### src/rtl/if_fetch_stage.sv
// RV32I instruction fetch: owns the PC, issues in-order word fetches
// and buffers returned words for the decoder.
module if_fetch_stage #(
  parameter logic [31:0] RESET_PC   = 32'h0000_0000,
  parameter int          FIFO_DEPTH = 2
) (
  input  logic        clk_i,
  input  logic        rst_ni,
  output logic        imem_req_o,
  output logic [31:0] imem_addr_o,
  input  logic        imem_gnt_i,
  input  logic        imem_rvalid_i,
  input  logic [31:0] imem_rdata_i,
  input  logic        redirect_i,
  input  logic [31:0] redirect_pc_i,
  output logic        instr_valid_o,
  output logic [31:0] instr_o,
  output logic [31:0] instr_pc_o,
  input  logic        instr_ready_i
);

  localparam int AW = $clog2(FIFO_DEPTH);
  localparam int CW = $clog2(FIFO_DEPTH + 1);
  localparam logic [31:0]   NOP     = 32'h0000_0013;
  localparam logic [CW-1:0] DEPTH_C = CW'(FIFO_DEPTH);
  localparam logic [CW-1:0] ONE     = CW'(1);

  logic [31:0]   pc_q, pc_d;
  logic [31:0]   last_pc_q;
  logic [CW-1:0] outst_q, outst_d;
  logic [CW-1:0] discard_q, discard_d;
  logic [CW-1:0] count_q;
  logic [AW-1:0] wr_ptr_q, rd_ptr_q;
  logic [AW-1:0] pq_wr_q, pq_rd_q;

  logic [31:0] fifo_instr [FIFO_DEPTH];
  logic [31:0] fifo_pc    [FIFO_DEPTH];
  logic [31:0] pq_pc      [FIFO_DEPTH];

  logic [CW:0] credit_sum;
  logic        credit;
  logic        fire;
  logic        push;
  logic        pop;
  logic        empty;
  logic        full;
  logic        unused_pc_lsb;

  assign unused_pc_lsb = ^redirect_pc_i[1:0];

  // Credits cover both in-flight and buffered words.
  assign credit_sum = {1'b0, outst_q} + {1'b0, count_q};
  assign credit     = credit_sum < {1'b0, DEPTH_C};

  assign imem_req_o  = rst_ni & credit & ~redirect_i;
  assign imem_addr_o = pc_q;
  assign fire        = imem_req_o & imem_gnt_i;

  assign empty = (count_q == '0);
  assign full  = (count_q == DEPTH_C);
  assign push  = imem_rvalid_i & ~redirect_i
               & (discard_q == '0);
  assign pop   = ~empty & instr_ready_i & ~redirect_i;

  assign instr_valid_o = ~empty;
  assign instr_o       = empty ? NOP : fifo_instr[rd_ptr_q];
  assign instr_pc_o    = empty ? last_pc_q : fifo_pc[rd_ptr_q];

  always_comb begin
    pc_d = pc_q;
    unique case (1'b1)
      redirect_i: pc_d = {redirect_pc_i[31:2], 2'b00};
      fire:       pc_d = pc_q + 32'd4;
      default:    pc_d = pc_q;
    endcase
  end

  // A redirect turns every response still owed into a discard.
  always_comb begin
    outst_d   = outst_q + CW'(fire) - CW'(imem_rvalid_i);
    discard_d = discard_q;
    if (redirect_i) begin
      discard_d = outst_d;
    end else if (imem_rvalid_i && discard_q != '0) begin
      discard_d = discard_q - ONE;
    end
  end

  always_ff @(posedge clk_i or negedge rst_ni) begin
    if (!rst_ni) begin
      pc_q      <= RESET_PC;
      outst_q   <= '0;
      discard_q <= '0;
      pq_wr_q   <= '0;
      pq_rd_q   <= '0;
      last_pc_q <= '0;
    end else begin
      pc_q      <= pc_d;
      outst_q   <= outst_d;
      discard_q <= discard_d;
      pq_wr_q   <= pq_wr_q + AW'(fire);
      pq_rd_q   <= pq_rd_q + AW'(imem_rvalid_i);
      if (!empty) begin
        last_pc_q <= fifo_pc[rd_ptr_q];
      end
    end
  end

  always_ff @(posedge clk_i or negedge rst_ni) begin
    if (!rst_ni) begin
      wr_ptr_q <= '0;
      rd_ptr_q <= '0;
      count_q  <= '0;
    end else if (redirect_i) begin
      wr_ptr_q <= '0;
      rd_ptr_q <= '0;
      count_q  <= '0;
    end else begin
      wr_ptr_q <= wr_ptr_q + AW'(push);
      rd_ptr_q <= rd_ptr_q + AW'(pop);
      count_q  <= count_q + CW'(push) - CW'(pop);
    end
  end

  always_ff @(posedge clk_i) begin
    if (push) begin
      fifo_instr[wr_ptr_q] <= imem_rdata_i;
      fifo_pc[wr_ptr_q]    <= pq_pc[pq_rd_q];
    end
    if (fire) begin
      pq_pc[pq_wr_q] <= pc_q;
    end
  end

  a_no_overflow: assert property (
    @(posedge clk_i) disable iff (!rst_ni)
    !(push && full && !pop)
  );

endmodule

### config.mk
export PLATFORM = sky130hd
export DESIGN_NAME = if_fetch_stage
export DESIGN_NICKNAME = d
export VERILOG_FILES = /design/src/rtl/if_fetch_stage.sv
export SDC_FILE = /design/constraint.sdc
export NUM_CORES = 1
export LEC_CHECK = 0
export ABC_CLOCK_PERIOD_IN_PS = 6190
export CAP_MARGIN = 20
export CORE_AREA = 8 8 159 161
export CTS_BUF_LIST = sky130_fd_sc_hd__clkbuf_16
export CTS_CLUSTER_SIZE = 12
export DETAILED_ROUTE_END_ITERATION = 16
export DIE_AREA = 0 0 167 169
export GPL_ROUTABILITY_DRIVEN = 0
export GPL_TIMING_DRIVEN = 0
export PLACE_DENSITY = 0.69
export SYNTH_ARGS = -nofsm -noshare
export SYNTH_HDL_FRONTEND = slang
export SYNTH_SLANG_ARGS = --single-unit
### constraint.sdc
create_clock -name clk_i -period 6.19 [get_ports clk_i]
set_input_delay 1.238 -clock clk_i [delete_from_list [all_inputs] [get_ports clk_i]]
set_output_delay 1.238 -clock clk_i [all_outputs]
set_load 0.02 [all_outputs]
==> run_results.csv <==
group,metric,value,unit
outcome,status,"complete, no violations",
setup_path,cp.arrival,3.25,ns
power,leakagePower,4.647,nW
cts,root_buffer,"clkbuf_16",
timing,maxSlewViolCount,0,
power,swShare,0.3019,
cts,hold_buffers,0,
flow_run,cap_violations,0,
global_routing,overflow,0,
synth,synth_top_area_share,0.5463,
synth,yosysWarnings,0,
cells_and_area,final_util,0.5682,
power,powerDensity,402.3,nW/um2
synth,synth_edf_count,184,
power,p_int,3.656,mW
timing,setup_viol,0,
timing,setup_ws,1.705,ns
synth,async_flop_share,0.2813,
timing,fin_tns_setup,0,ns
routing,vias,5958,
timing,hold_viol_final,0,
routing,detail-route-antenna-nets,0,
die,die_area,28220,um2
cts,cts_buffers,27,
synth,synth_top_family_by_area,"multiplexers",
timing,skew,0.01109,ns
die,die_w,167,um
synth,synth-xor-area-share,0.01732,
power,power_frac_comb,0.296,
setup_path,end_kind,"output port",
die,num_rows,56,
die,start_util,0.4415,
global_routing,grt_antenna_before_repair,0,
synth,netlist_area,10110,um2
cells_and_area,fin_nets,950,
synth,synth-seq-cells,256,
power,clockPowerShare,0.281,
power,power_frac_seq,0.423,
timing,fmax,223.0,MHz
routing,wirelength,21280,um
synth,synth_mux_area_frac,0.09574,
cells_and_area,area_delta_synth_final,28.70,%
global_routing,grt_max_degree,63,
cells_and_area,drive_gt1_frac,0.09224,
cts,cts_resized,0,
setup_path,criticalPathCategory,"flop to output port",
synth,synth.most_common_cell,"edfxtp_1",
setup_path,crit_required,4.95,ns
timing,finalCritPeriodShare,0.7246,
timing,period_needed,4.485,ns
cts,clock_latency,0.51,ns
routing,dr.first_iter.drc_count,394,
cts,clk_pin_slew,0.06,ns
synth,synthAdderAreaFrac,0.01435,
cts,tritoncts,"built",
synth,synth_compound_area_frac,0.04367,
routing,drc_errors,0,
die,core_area,22910,um2
timing,rsz0062_at_grt,"no",
synth,synthTopCellsByArea,"edfxtp_1, dfrtp_1, mux2i_1",
placement,dpl.hpwl,14720,um
die,die_h,169,um
timing,worstMarginPinSlew,0.9100,ns
global_routing,grt_pass1_vias,6197,
cts,clock_sinks,256,
synth,synth_top_area_cell,"edfxtp_1",
routing,avgViaCountPerCell,5.053,
global_routing,grt_pass1_wl,34140,um
routing,wl_per_cell,18.05,um
placement,io_buffer_count,162,
synth,ys_seq_area_frac,0.7244,
die,pin_count,168,
synth,synthCells,674,
setup_path,start_kind,"flop",
global_routing,track_usage,0.1507,
routing,drtPass1Iterations,5,
power,irDropWorstVdd,0.2134,mV
placement,pre_cts_ws,2.188,ns
synth,synth-simple-area-share,0.08350,
synth,synth.distinct_cells,52,
timing,relSlewSlack,0.3934,
power,switchingPower,1.581,mW
synth,avgSynthCellArea,15.01,um2
cts,clockBufferDepth,3,
synth,ys_top_cells_by_count,"edfxtp_1, dfrtp_1, nand2_1, mux2i_1, o21ai_0",
synth,ys.flop_type,"edfxtp_1",
cells_and_area,antenna_cells,0,
cts,post_cts_buffers,0,
timing,finalHoldWorstSlack,0.4836,ns
cts,h-tree-depth,1,
setup_path,crit_fanout,10,
min_path,min_path_type,"flop to flop",
registers in the layout, indices dropped and copies added (netlist names), 2 cells and up:
signal	count
discard_q	2
pq_pc	60
fifo_pc	60
count_q	2
last_pc_q	32
fifo_instr	64
imem_addr_o	30
outst_q	2
metal layers:
| metal | vias up | part of all wire | track usage |
|---|---|---|---|
| met5 | - | 0 | 0 |
| met4 | 0 | 0.011 | 0.03721 |
| met3 | 19 | 0.059 | 0.03261 |
| met2 | 182 | 0.48 | 0.2510 |
| met1 | 2882 | 0.45 | 0.1986 |
| li1 | 2875 | - | - |
stage by stage:
| stage | instances | cell area [um2] | power [mW] |
|---|---|---|---|
| 2_1_floorplan | 675 | 10120 | 3.096 |
| 3_3_place_gp | 1127 | 12100 | 3.788 |
| 3_5_place_dp | 1130 | 12200 | 3.820 |
| 4_1_cts | 1179 | 13020 | 5.306 |
| 5_1_grt | 1179 | 13020 | 5.512 |
| 6_report | 1179 | 13020 | 5.237 |
power by group through the flow:
stage / combinational, mW / sequential (mW) / clock [mW]
CTS: 1.58 / 2.21 / 1.51
detailed placement: 1.57 / 2.25 / 0
floorplan: 0.850 / 2.25 / 0
global route: 1.69 / 2.23 / 1.59
global placement: 1.54 / 2.25 / 0
finish: 1.55 / 2.21 / 1.47
kinds of logic (layout without fill, tap and decap cells):
| logic type | count (synthesis) | in the layout |
|---|---|---|
| other | 1 | 2 |
| XOR/XNOR | 20 | 20 |
| AO/OA/AOI/OAI | 73 | 73 |
| multiplexers | 93 | 93 |
| buffers and inverters | 47 | 261 |
| flip-flops | 256 | 256 |
| adder cells (fa/ha/maj) | 11 | 11 |
| AND/OR/NAND/NOR | 173 | 173 |
worst paths after layout:
path / slack, ns / depth (start not counted) / startpoint / endpoint
worst max-delay path: 1.70 / 5 / rd_ptr_q / instr_pc_o[27]
worst min-delay path: 0.48 / 1 / last_pc_q[1] / last_pc_q[1]
worst max register to register: 3.29 / 7 / count_q[0] / pq_pc[0][5]
worst min register to register: 0.48 / 1 / last_pc_q[1] / last_pc_q[1]
max in group asynchronous: 4.90 / 2 / rst_ni / pq_rd_q
min in group asynchronous: 0.69 / 1 / rst_ni / last_pc_q[25]
critical path, stage by stage (launching register included):
cell,delay [ns]
dfrtp_1,0.33
clkbuf_1,0.50
buf_1,0.75
mux2i_1,0.17
o21ai_0,0.31
clkdlybuf4s50_1,0.67
final cells by class:
type / instances / area (um2)
buffer: 34 / 155.1
clock buffer: 27 / 675.6
clock inverter: 22 / 141.4
fill: 1830 / 9894
inverter: 13 / 53.80
multi-input combinational: 372 / 2608
sequential: 256 / 7327
tap: 290 / 362.8
timing repair buffer: 165 / 1694
layout by cell type, fill, tap and decap left out, types with 3 or more instances in the layout:
cell | netlist | final
mux2i_1 | 63 | 63
clkbuf_1 | 18 | 18
and2_1 | 7 | 7
nor2_1 | 40 | 40
and3_1 | 5 | 5
and4_1 | 3 | 3
nand2_1 | 71 | 71
clkbuf_16 | 0 | 27
o211ai_1 | 8 | 8
clkinv_2 | 0 | 5
inv_1 | 11 | 24
ha_1 | 10 | 8
edfxtp_1 | 184 | 184
nor2b_1 | 5 | 5
clkdlybuf4s50_1 | 0 | 161
xor2_1 | 14 | 14
nand4_1 | 12 | 12
buf_4 | 2 | 3
nand3_1 | 12 | 12
o311ai_0 | 4 | 4
o21ai_0 | 48 | 48
nand2b_1 | 3 | 3
clkinv_1 | 1 | 3
nor3_1 | 4 | 4
xnor2_1 | 6 | 6
dfrtp_1 | 72 | 72
mux2_2 | 30 | 30
buf_1 | 11 | 11
(Power assumes the default switching activity.)
